===== src/rtl/icache_pkg.sv =====
// Shared constants for the instruction-cache refill path.
// Holds FSM state codes, word offset and default widths.
package icache_pkg;

   localparam int DEF_ADDR_W = 32;
   localparam int DEF_DATA_W = 32;
   localparam int DEF_LAT_W  = 8;
   localparam int DEF_CNT_W  = 20;
   localparam int WORD_OFS   = 2;

   typedef logic [1:0] state_t;

   localparam state_t IDLE = 2'd0;
   localparam state_t REQ  = 2'd1;
   localparam state_t WAIT = 2'd2;
   localparam state_t FILL = 2'd3;

endpackage


===== src/rtl/icache_refill_ctrl_sat_counter.sv =====
// Saturating up-counter with synchronous clear.
// Exposes only the saturated increment of the held count.
module sat_counter #(
   parameter int W = 8
) (
   input  logic         CLK,
   input  logic         RESET,
   input  logic         Clr,
   input  logic         Inc,
   output logic [W-1:0] Count_Next
);

   logic [W-1:0] count;

   assign Count_Next = (&count) ? count : count + W'(1);

   always_ff @(posedge CLK) begin
      if (RESET || Clr)
         count <= '0;
      else if (Inc)
         count <= Count_Next;
   end

endmodule


===== src/rtl/icache_refill_ctrl.sv =====
// I-cache miss refill controller: one word per miss from main memory.
// Optional perf counters built when REFILL_PERF_CNT_EN is defined.
module icache_refill_ctrl
   import icache_pkg::*;
#(
   parameter int ADDR_W = DEF_ADDR_W,
   parameter int DATA_W = DEF_DATA_W,
   parameter int LAT_W  = DEF_LAT_W,
   parameter int CNT_W  = DEF_CNT_W
) (
   input  logic              CLK,
   input  logic              RESET,
   input  logic              Miss_Req,
   input  logic [ADDR_W-1:0] Miss_Addr,
   output logic              Access_MM,
   output logic [DATA_W-1:0] Data_MM,
   output logic              MM_Valid,
   output logic [ADDR_W-1:0] Fill_Addr,
   output logic              Stall,
   output logic              Mem_Rd_En,
   output logic [ADDR_W-1:0] Mem_Addr,
   input  logic [DATA_W-1:0] Mem_Rd_Data,
   input  logic              Mem_Ready,
   output logic [LAT_W-1:0]  Last_Latency,
   output logic [CNT_W-1:0]  CNT_REFILL,
   output logic [CNT_W-1:0]  CNT_STALL
);

   localparam logic [ADDR_W-1:0] ALIGN_MASK =
      ~ADDR_W'((1 << WORD_OFS) - 1);

   state_t           state;
   state_t           state_nxt;
   logic             miss_take;
   logic             mem_take;
   logic [LAT_W-1:0] lat_next;

   assign miss_take = (state == IDLE) && Miss_Req;
   assign mem_take  = (state == WAIT) && Mem_Ready;
   assign Stall     = Miss_Req || (state != IDLE);
   assign Mem_Addr  = Fill_Addr;

   always_comb begin
      state_nxt = state;
      case (state)
         IDLE:    if (Miss_Req) state_nxt = REQ;
         REQ:     state_nxt = WAIT;
         WAIT:    if (Mem_Ready) state_nxt = FILL;
         FILL:    state_nxt = IDLE;
         default: state_nxt = IDLE;
      endcase
   end

   sat_counter #(.W(LAT_W)) u_lat (
      .CLK        (CLK),
      .RESET      (RESET),
      .Clr        (miss_take),
      .Inc        (state == WAIT),
      .Count_Next (lat_next)
   );

   // Strobes are flopped from the next state so they line up with it.
   always_ff @(posedge CLK) begin
      if (RESET) begin
         state        <= IDLE;
         Access_MM    <= 1'b0;
         MM_Valid     <= 1'b0;
         Mem_Rd_En    <= 1'b0;
         Data_MM      <= '0;
         Fill_Addr    <= '0;
         Last_Latency <= '0;
      end else begin
         state     <= state_nxt;
         Access_MM <= (state_nxt != IDLE);
         MM_Valid  <= (state_nxt == FILL);
         Mem_Rd_En <= (state_nxt == REQ);
         if (miss_take)
            Fill_Addr <= Miss_Addr & ALIGN_MASK;
         if (mem_take) begin
            Data_MM      <= Mem_Rd_Data;
            Last_Latency <= lat_next;
         end
      end
   end

`ifdef REFILL_PERF_CNT_EN
   logic [CNT_W-1:0] cnt_refill;
   logic [CNT_W-1:0] cnt_stall;

   always_ff @(posedge CLK) begin
      if (RESET) begin
         cnt_refill <= '0;
         cnt_stall  <= '0;
      end else begin
         if (state == FILL)
            cnt_refill <= cnt_refill + CNT_W'(1);
         if (Stall)
            cnt_stall <= cnt_stall + CNT_W'(1);
      end
   end

   assign CNT_REFILL = cnt_refill;
   assign CNT_STALL  = cnt_stall;
`else
   assign CNT_REFILL = '0;
   assign CNT_STALL  = '0;
`endif

endmodule


===== config.mk =====
export PLATFORM = sky130hd
export DESIGN_NAME = icache_refill_ctrl
export DESIGN_NICKNAME = d
export VERILOG_FILES = /design/src/rtl/icache_pkg.sv /design/src/rtl/icache_refill_ctrl_sat_counter.sv /design/src/rtl/icache_refill_ctrl.sv
export SDC_FILE = /design/constraint.sdc
export NUM_CORES = 1
export LEC_CHECK = 0
export ABC_CLOCK_PERIOD_IN_PS = 3100
export CAP_MARGIN = 30
export CORE_ASPECT_RATIO = 0.8
export CORE_MARGIN = 5
export CORE_UTILIZATION = 41
export CTS_CLUSTER_SIZE = 30
export DETAILED_ROUTE_END_ITERATION = 16
export MAX_ROUTING_LAYER = met4
export PLACE_DENSITY_LB_ADDON = 0.2
export SLEW_MARGIN = 20
export SYNTH_ARGS = -nofsm -noshare
export SYNTH_HDL_FRONTEND = slang
export SYNTH_SLANG_ARGS = --single-unit

===== constraint.sdc =====
create_clock -name CLK -period 3.1 [get_ports CLK]
set_input_delay 0.31 -clock CLK [delete_from_list [all_inputs] [get_ports CLK]]
set_output_delay 0.31 -clock CLK [all_outputs]
set_load 0.02 [all_outputs]

==> impl_metrics.sql, run 1 <==
INSERT INTO impl_metrics (metric_group, metric, value, unit) VALUES
('clocking', 'post_cts.resized_instances', '0', ''),
('sta', 'setup_violations_final', '0', ''),
('clocking', 'post-cts-setup-buffers', '0', ''),
('placed_design', 'dpl.cell_count', '690', ''),
('clocking', 'ctsHtreeMaxLevel', '3', ''),
('floorplan', 'placement_rows', '30', ''),
('flow_run', 'max_cap_violations', '0', ''),
('grt', 'gr-total-overflow', '0', ''),
('grt', 'grt_use_total', '18.58', '%'),
('logic_synthesis', 'synth_seq_cells', '83', ''),
('floorplan', 'floorplan.core_area', '8596', 'µm²'),
('sta', 'period_minus_slack', '2.104', 'ns'),
('cells_and_area', 'final_cell_count_no_fill', '706', ''),
('critical_path', 'setup.worst_path.end_class', 'flip-flop', ''),
('placed_design', 'placement.cell_area', '5050', 'µm²'),
('floorplan', 'floorplan.die_area', '10960', 'µm²'),
('grt', 'grt_first_pass_wirelength', '15620', 'µm'),
('critical_path', 'required', '3.38', 'ns'),
('cells_and_area', 'finish.net_count', '661', ''),
('critical_path', 'worstPathArrival', '2.39', 'ns'),
('sta', 'final.hold.worst_slack', '0.3999', 'ns'),
('floorplan', 'initial_utilization', '42.71', '%'),
('floorplan', 'die_height', '94.64', 'µm'),
('hold_path', 'whs_path_cells', '2', ''),
('logic_synthesis', 'syn-cell-area', '3671', 'µm²'),
('status', 'status', 'finished, final reports clean', ''),
('critical_path', 'worstSetupStartpoint', 'state[0]$_SDFF_PP0_', ''),
('clocking', 'cts_buffer_depth', '2', ''),
('cells_and_area', 'drive_above_1_share', '4.714', '%'),
('floorplan', 'ios', '216', ''),
('sta', 'drv_slew', '0', ''),
('sta', 'max_slew.worst_pin.slew', '0.7306', 'ns'),
('sta', 'clock.fmax', '475.2', 'MHz'),
('clocking', 'numClockSinks', '83', ''),
('placed_design', 'io_buffers', '169', ''),
('sta', 'rsz0062_at_grt', 'no', ''),
('sta', 'finalCritPeriodShare', '67.88', '%'),
('critical_path', 'worstRegToRegCells', '5', ''),
('placed_design', 'detailedPlacementHpwl', '7672', 'µm'),
('detailed_routing', 'antenna_left', '0', ''),
('clocking', 'tritoncts_clock_tree', 'yes', ''),
('placed_design', 'gpl.final_weighted_congestion', '0.8223', ''),
('pwr', 'power_density', '707.2', 'nW/µm²'),
('cells_and_area', 'syn_to_final_growth', '42.88', '%'),
('clocking', 'cts-hold-fix-buffers', '0', ''),
('critical_path', 'critical_path_maximum_fanout', '20', ''),
('grt', 'first_global_vias', '3214', ''),
('detailed_routing', 'detailedRoute.firstPassIterationCount', '4', ''),
('pwr', 'leakagePower', '1.941', 'nW'),
('sta', 'relSlewSlack', '51.18', '%'),
('cells_and_area', 'num_antenna_cells', '0', ''),
('clocking', 'clkSlewWorstSetupHoldPaths', '0.08', 'ns'),
('detailed_routing', 'detail_route.vias_per_cell', '4.612', ''),
('critical_path', 'critPathLaunchType', 'flip-flop', ''),
('cells_and_area', 'layout.cell_area.non_filler', '5245', 'µm²'),
('detailed_routing', 'vias', '3256', ''),
('critical_path', 'reg2reg_from', 'state[0]$_SDFF_PP0_', ''),
('hold_path', 'worstHoldStart', 'RESET', ''),
('detailed_routing', 'first_iter_violations', '150', ''),
('clocking', 'cts-root-buf', 'sky130_fd_sc_hd__clkbuf_8', ''),
('detailed_routing', 'drt-wirelength-per-cell', '14.43', 'µm'),
('detailed_routing', 'routed_wire_length', '10190', 'µm'),
('sta', 'clock_skew', '0.005873', 'ns'),
('grt', 'grt_start_max_net_pins', '31', ''),
('logic_synthesis', 'seq_area_frac_synth', '45.26', '%'),
('clocking', 'clock_network_latency_to_the_later_pin_of_the_worst_skew_pair', '0.35', 'ns'),
('grt', 'grt_antenna_before_repair', '0', ''),
('hold_path', 'worst_hold_path_type', 'primary input to flip-flop', ''),
('detailed_routing', 'detail_route.drc_violations', '0', ''),
('sta', 'timing.setup.tns', '0', 'ns'),
('logic_synthesis', 'yosys.cell_types.count', '39', ''),
('sta', 'hold_violations', '0', ''),
('logic_synthesis', 'postSynthAreaPerCell', '7.946', 'µm²'),
('clocking', 'clock_buffers_created_by_tritoncts', '9', ''),
('critical_path', 'cp_class', 'flip-flop to flip-flop', ''),
('floorplan', 'die_w', '115.8', 'µm'),
('logic_synthesis', 'syn_inst', '462', ''),
('pwr', 'irDropWorstVdd', '0.3183', 'mV'),
('logic_synthesis', 'synth-warning-count', '0', '');
cells in the final DEF, fill, tap and decap left out, types with 4 or more instances in the layout:
master                            instances
sky130_fd_sc_hd__clkbuf_8                10
sky130_fd_sc_hd__clkdlybuf4s50_1        168
sky130_fd_sc_hd__a21oi_1                 65
sky130_fd_sc_hd__dfxtp_1                 83
sky130_fd_sc_hd__nor2_1                  19
sky130_fd_sc_hd__xor2_1                   4
sky130_fd_sc_hd__nor3_1                   6
sky130_fd_sc_hd__conb_1                  44
sky130_fd_sc_hd__inv_1                    4
sky130_fd_sc_hd__buf_4                    5
sky130_fd_sc_hd__nand3_1                  5
sky130_fd_sc_hd__o21ai_0                  4
sky130_fd_sc_hd__ha_1                     4
sky130_fd_sc_hd__a211oi_1                 5
sky130_fd_sc_hd__nand2_1                132
power breakdown:
part | leakage (nW) | switching [W] | internal, W
Sequential | 0.676 | 0.000114 | 0.00125
Clock | 0.0926 | 0.000385 | 0.000394
Combinational | 1.17 | 0.000892 | 0.000673
Yosys cell counts:
cell	instances	area, µm²
sky130_fd_sc_hd__buf_2	5	25.02
sky130_fd_sc_hd__nor2_4	1	11.26
sky130_fd_sc_hd__nand4_4	1	21.27
sky130_fd_sc_hd__nand3_1	5	25.02
sky130_fd_sc_hd__and4_1	2	17.52
sky130_fd_sc_hd__nand2b_1	2	12.51
sky130_fd_sc_hd__xor2_1	4	35.03
sky130_fd_sc_hd__and3_1	1	6.260
sky130_fd_sc_hd__or2_2	1	6.260
sky130_fd_sc_hd__a311oi_1	1	8.760
sky130_fd_sc_hd__o21ai_2	1	8.760
sky130_fd_sc_hd__nand4_1	1	6.260
sky130_fd_sc_hd__a21oi_2	1	8.760
sky130_fd_sc_hd__buf_1	3	11.26
sky130_fd_sc_hd__or3_1	1	6.260
sky130_fd_sc_hd__clkbuf_1	20	75.07
sky130_fd_sc_hd__o21ai_0	4	20.02
sky130_fd_sc_hd__a31oi_1	2	12.51
sky130_fd_sc_hd__nor2_1	19	71.32
sky130_fd_sc_hd__a21o_1	1	7.510
sky130_fd_sc_hd__mux2_2	1	11.26
sky130_fd_sc_hd__conb_1	1	3.750
sky130_fd_sc_hd__nand2_1	132	495.5
sky130_fd_sc_hd__o22ai_1	1	6.260
sky130_fd_sc_hd__ha_1	4	50.05
sky130_fd_sc_hd__a211oi_1	5	37.54
sky130_fd_sc_hd__mux2i_1	2	20.02
sky130_fd_sc_hd__and2_1	2	12.51
sky130_fd_sc_hd__inv_1	4	15.01
sky130_fd_sc_hd__nor3_1	6	30.03
sky130_fd_sc_hd__and4_4	1	11.26
sky130_fd_sc_hd__nor3b_1	1	7.510
sky130_fd_sc_hd__a21oi_1	65	325.3
sky130_fd_sc_hd__buf_4	74	555.5
sky130_fd_sc_hd__o31ai_1	1	7.510
sky130_fd_sc_hd__nand3b_1	1	7.510
sky130_fd_sc_hd__dfxtp_1	83	1662
sky130_fd_sc_hd__o211ai_1	1	7.510
sky130_fd_sc_hd__a41oi_1	1	8.760
kinds of logic after synthesis:
logic type	after synthesis	share of synthesized area [%]
and+or+nand+nor	177	20.38
buffers and inverters	106	18.57
AOI/OAI and AO/OA	84	12.51
DFF	83	45.26
adders and majority gates	4	1.363
xor gates and xnor gates	4	0.9542
muxes	3	0.8521
other	1	0.1022
cell type report:
cell class	instances	area, µm²
Fill cell	767	3351
Timing Repair Buffer	175	1744
Sequential cell	83	1662
Multi-Input combinational cell	316	1489
Clock buffer	12	145.1
Tap cell	112	140.1
Clock inverter	4	50.05
Inverter	4	15.01
critical path, stage by stage (launching register included):
cell and delay, ns:
sky130_fd_sc_hd__dfxtp_1 0.31, sky130_fd_sc_hd__inv_1 0.09, sky130_fd_sc_hd__ha_1 0.42, sky130_fd_sc_hd__nand2_1 0.55, sky130_fd_sc_hd__or3_1 0.55, sky130_fd_sc_hd__a21oi_2 0.11
path summary, 6_finish.rpt:
path / end / slack (ns)
max reg2reg: Last_Latency[6]$_SDFFE_PP0P_ / 1.0
min reg2reg: Data_MM[12]$_SDFFE_PP0P_ / 0.46
min: Fill_Addr[29]$_SDFFE_PP0P_ / 0.40
max: Last_Latency[6]$_SDFFE_PP0P_ / 1.0
sequential cells by signal, summed over array words and instances, names as in the netlist:
signal	flops
Access_MM	1
Data_MM	32
Fill_Addr	30
Last_Latency	8
MM_Valid	1
Mem_Rd_En	1
state	2
u_lat.count	8
layer usage:
layer	vias up	wire [µm]	global-route usage, %
li1	1631	-	-
met1	1474	4202	21.38
met2	143	4916	31.37
met3	8	1011	6.791
met4	0	58	3.671
met5	-	0	-
through the flow:
stage | setup WS, ns | total power, W | util (%)
2_1_floorplan | 1.570 | 0.002374 | -
3_3_place_gp | 1.026 | 0.002930 | 58.75
3_5_place_dp | 0.9963 | 0.002970 | 58.75
4_1_cts | 0.9699 | 0.003751 | 61.02
5_1_grt | 0.7768 | 0.003941 | 61.02
6_report | 0.9956 | 0.003709 | 61.02
Note: power is estimated with default switching activity, not from simulation.
==> inputs of run 2 (changes only) <==
- ABC_CLOCK_PERIOD_IN_PS: 3100 -> 2170
- CORE_UTILIZATION: 41 -> 38
- clock period: 3.1 -> 2.17 ns (I/O delays scaled with it)
==> run 2 against run 1 <==
Global-route usage shrank 1.9 points. Setup slack lost 0.67 ns. Combinational power grew 44%. Sequential share of layout area shrank 0.87 points. Clock skew shrank 0.00085 ns. Register-to-register slack lost 0.58 ns. Clock power grew 100%. Non-clock buffer count grew 1. Utilization shrank 4.4 points. First-iteration DRC count grew 21%. Highest routed layer unchanged.
==> impl_metrics.sql, run 2 (synthesis gave the netlist of run 1 again) <==
INSERT INTO impl_metrics (metric_group, metric, value, unit) VALUES
('status', 'status', 'finished, final reports clean', ''),
('floorplan', 'initial_utilization', '38.52', '%'),
('detailed_routing', 'first_iter_violations', '181', ''),
('sta', 'drv_slew', '0', ''),
('detailed_routing', 'drt-wirelength-per-cell', '13.82', 'µm'),
('sta', 'relSlewSlack', '53.49', '%'),
('cells_and_area', 'final_cell_mix', 'sky130_fd_sc_hd__clkdlybuf4s50_1, sky130_fd_sc_hd__nand2_1, sky130_fd_sc_hd__dfxtp_1, sky130_fd_sc_hd__a21oi_1, sky130_fd_sc_hd__conb_1', ''),
('clocking', 'cts-root-buf', 'sky130_fd_sc_hd__clkbuf_16', ''),
('critical_path', 'timing.critical_path.slowest_cell_delay', '0.60', 'ns'),
('pwr', 'power_density', '1069', 'nW/µm²'),
('sta', 'final.setup.worst_slack', '0.3247', 'ns'),
('cells_and_area', 'reg.largest.list', 'Data_MM (32), Fill_Addr (30)', ''),
('clocking', 'clock_network_latency_to_the_later_pin_of_the_worst_skew_pair', '0.33', 'ns'),
('cells_and_area', 'final_cell_count_no_fill', '713', ''),
('sta', 'rsz0062_at_grt', 'no', ''),
('hold_path', 'worst_hold_path_type', 'primary input to flip-flop', ''),
('cells_and_area', 'util_after_layout', '56.59', '%'),
('cells_and_area', 'regMostFlops', 'Data_MM', ''),
('sta', 'finalCritPeriodShare', '85.03', '%'),
('placed_design', 'gpl.final_weighted_congestion', '0.8145', ''),
('detailed_routing', 'detail_route.drc_violations', '0', ''),
('sta', 'hold_violations', '0', ''),
('detailed_routing', 'antenna_left', '0', ''),
('clocking', 'cts-hold-fix-buffers', '0', ''),
('floorplan', 'placement_rows', '32', ''),
('placed_design', 'dpl.cell_count', '698', ''),
('grt', 'grt_use_total', '16.69', '%'),
('sta', 'clock_skew', '0.005026', 'ns'),
('critical_path', 'timing.critical_path.cells', 'inv_1 > ha_1 > nand2b_1 > clkdlybuf4s50_1', ''),
('placed_design', 'pre_cts_slack', '0.4124', 'ns'),
('sta', 'max_slew.worst_pin.slew', '0.6976', 'ns'),
('grt', 'grt_start_max_net_pins', '43', ''),
('floorplan', 'floorplan.core_area', '9529', 'µm²'),
('critical_path', 'critical_path_maximum_fanout', '3', ''),
('sta', 'period_minus_slack', '1.845', 'ns'),
('clocking', 'numClockSinks', '83', ''),
('sta', 'final.hold.worst_slack', '0.4330', 'ns'),
('floorplan', 'die_height', '97.91', 'µm'),
('sta', 'clock.fmax', '541.9', 'MHz'),
('critical_path', 'required', '1.95', 'ns'),
('pwr', 'irDropWorstVdd', '0.5492', 'mV'),
('cells_and_area', 'syn_to_final_growth', '46.90', '%'),
('critical_path', 'cp_class', 'flip-flop to primary output', ''),
('clocking', 'ctsHtreeMaxLevel', '3', ''),
('floorplan', 'floorplan.die_area', '11740', 'µm²'),
('placed_design', 'io_buffers', '169', ''),
('grt', 'gr-total-overflow', '0', ''),
('floorplan', 'die_w', '119.9', 'µm'),
('cells_and_area', 'num_antenna_cells', '0', ''),
('grt', 'grt_antenna_before_repair', '0', ''),
('placed_design', 'detailedPlacementHpwl', '7409', 'µm'),
('clocking', 'clock_buffers_created_by_tritoncts', '9', ''),
('detailed_routing', 'detail_route.vias_per_cell', '4.550', ''),
('clocking', 'tritoncts_clock_tree', 'yes', ''),
('critical_path', 'critPathLaunchType', 'flip-flop', ''),
('critical_path', 'worstPathArrival', '1.63', 'ns'),
('grt', 'first_global_vias', '3127', ''),
('grt', 'grt_first_pass_wirelength', '15440', 'µm'),
('cells_and_area', 'drive_above_1_share', '4.882', '%'),
('clocking', 'post-cts-setup-buffers', '0', ''),
('sta', 'setup_violations_final', '0', ''),
('cells_and_area', 'number_of_flip_flops_in_the_largest_register', '32', ''),
('clocking', 'cts_buffer_depth', '2', ''),
('cells_and_area', 'finish.net_count', '662', ''),
('cells_and_area', 'mostFrequentLayoutCell', 'sky130_fd_sc_hd__clkdlybuf4s50_1', ''),
('pwr', 'leakagePower', '2.012', 'nW'),
('flow_run', 'max_cap_violations', '0', ''),
('clocking', 'post_cts.resized_instances', '0', ''),
('detailed_routing', 'detailedRoute.firstPassIterationCount', '4', ''),
('floorplan', 'ios', '216', ''),
('sta', 'timing.setup.tns', '0', 'ns'),
('detailed_routing', 'vias', '3244', ''),
('clocking', 'clkSlewWorstSetupHoldPaths', '0.06', 'ns'),
('critical_path', 'cpMaxStageDelayCell', 'sky130_fd_sc_hd__clkdlybuf4s50_1', ''),
('detailed_routing', 'routed_wire_length', '9851', 'µm'),
('critical_path', 'setup.worst_path.end_class', 'primary output', '');
[run 2: critical path: cells and delay by family, from the launching register on]
family	cells	cell delay, ns
buf+inv	2	0.67
flops	1	0.32
fa+ha+maj	1	0.23
simple gates	1	0.08
[run 2: cell type report]
| cell class | count | area, µm² |
|---|---|---|
| clock inverters | 1 | 30.03 |
| repair buffers | 176 | 1764 |
| multi-input cells | 316 | 1489 |
| inverters | 4 | 15.01 |
| fillers | 902 | 4136 |
| flip-flops and latches | 83 | 1662 |
| clock buffers | 14 | 284.0 |
| well taps | 119 | 148.9 |
[run 2: path summary, 6_finish.rpt]
path / from / to / slack [ns] / cells after the start
worst max-delay path: state[0]$_SDFF_PP0_ / Stall / 0.32 / 4
worst min-delay path: Mem_Rd_Data[25] / Data_MM[25]$_SDFFE_PP0P_ / 0.43 / 3
worst max register to register: u_lat.count[0]$_SDFFE_PP0N_ / u_lat.count[1]$_SDFFE_PP0N_ / 0.42 / 5
worst min register to register: Data_MM[9]$_SDFFE_PP0P_ / Data_MM[9]$_SDFFE_PP0P_ / 0.45 / 2
[run 2: metal layers]
metal | track usage [%] | vias to the layer above | wire, µm | share of wire [%]
met3 | 6.659 | 11 | 999 | 10
met4 | 3.873 | 0 | 112 | 1.1
met5 | - | - | 0 | 0
li1 | - | 1632 | - | -
met2 | 28.08 | 136 | 4776 | 48
met1 | 18.72 | 1465 | 3961 | 40
[run 2: per-stage QoR]
stage                     area (µm²)  total power (W)
after floorplan                 3832         0.003392
after global placement          5079         0.004206
after detailed placement        5079         0.004252
after CTS                       5393         0.005843
after global routing            5393         0.006103
final                           5393         0.005764
[run 2: where the power goes]
part / switching, W / internal [W]
combinational: 0.00126 / 0.000977
sequential: 0.000161 / 0.00179
clock: 0.000558 / 0.00101
total: 0.00198 / 0.00378
==> inputs of run 3 (changes only) <==
- SLEW_MARGIN: 20 -> 0
==> results of run 3 <==
The final DEF is identical to that of run 2; final timing and power are the same.
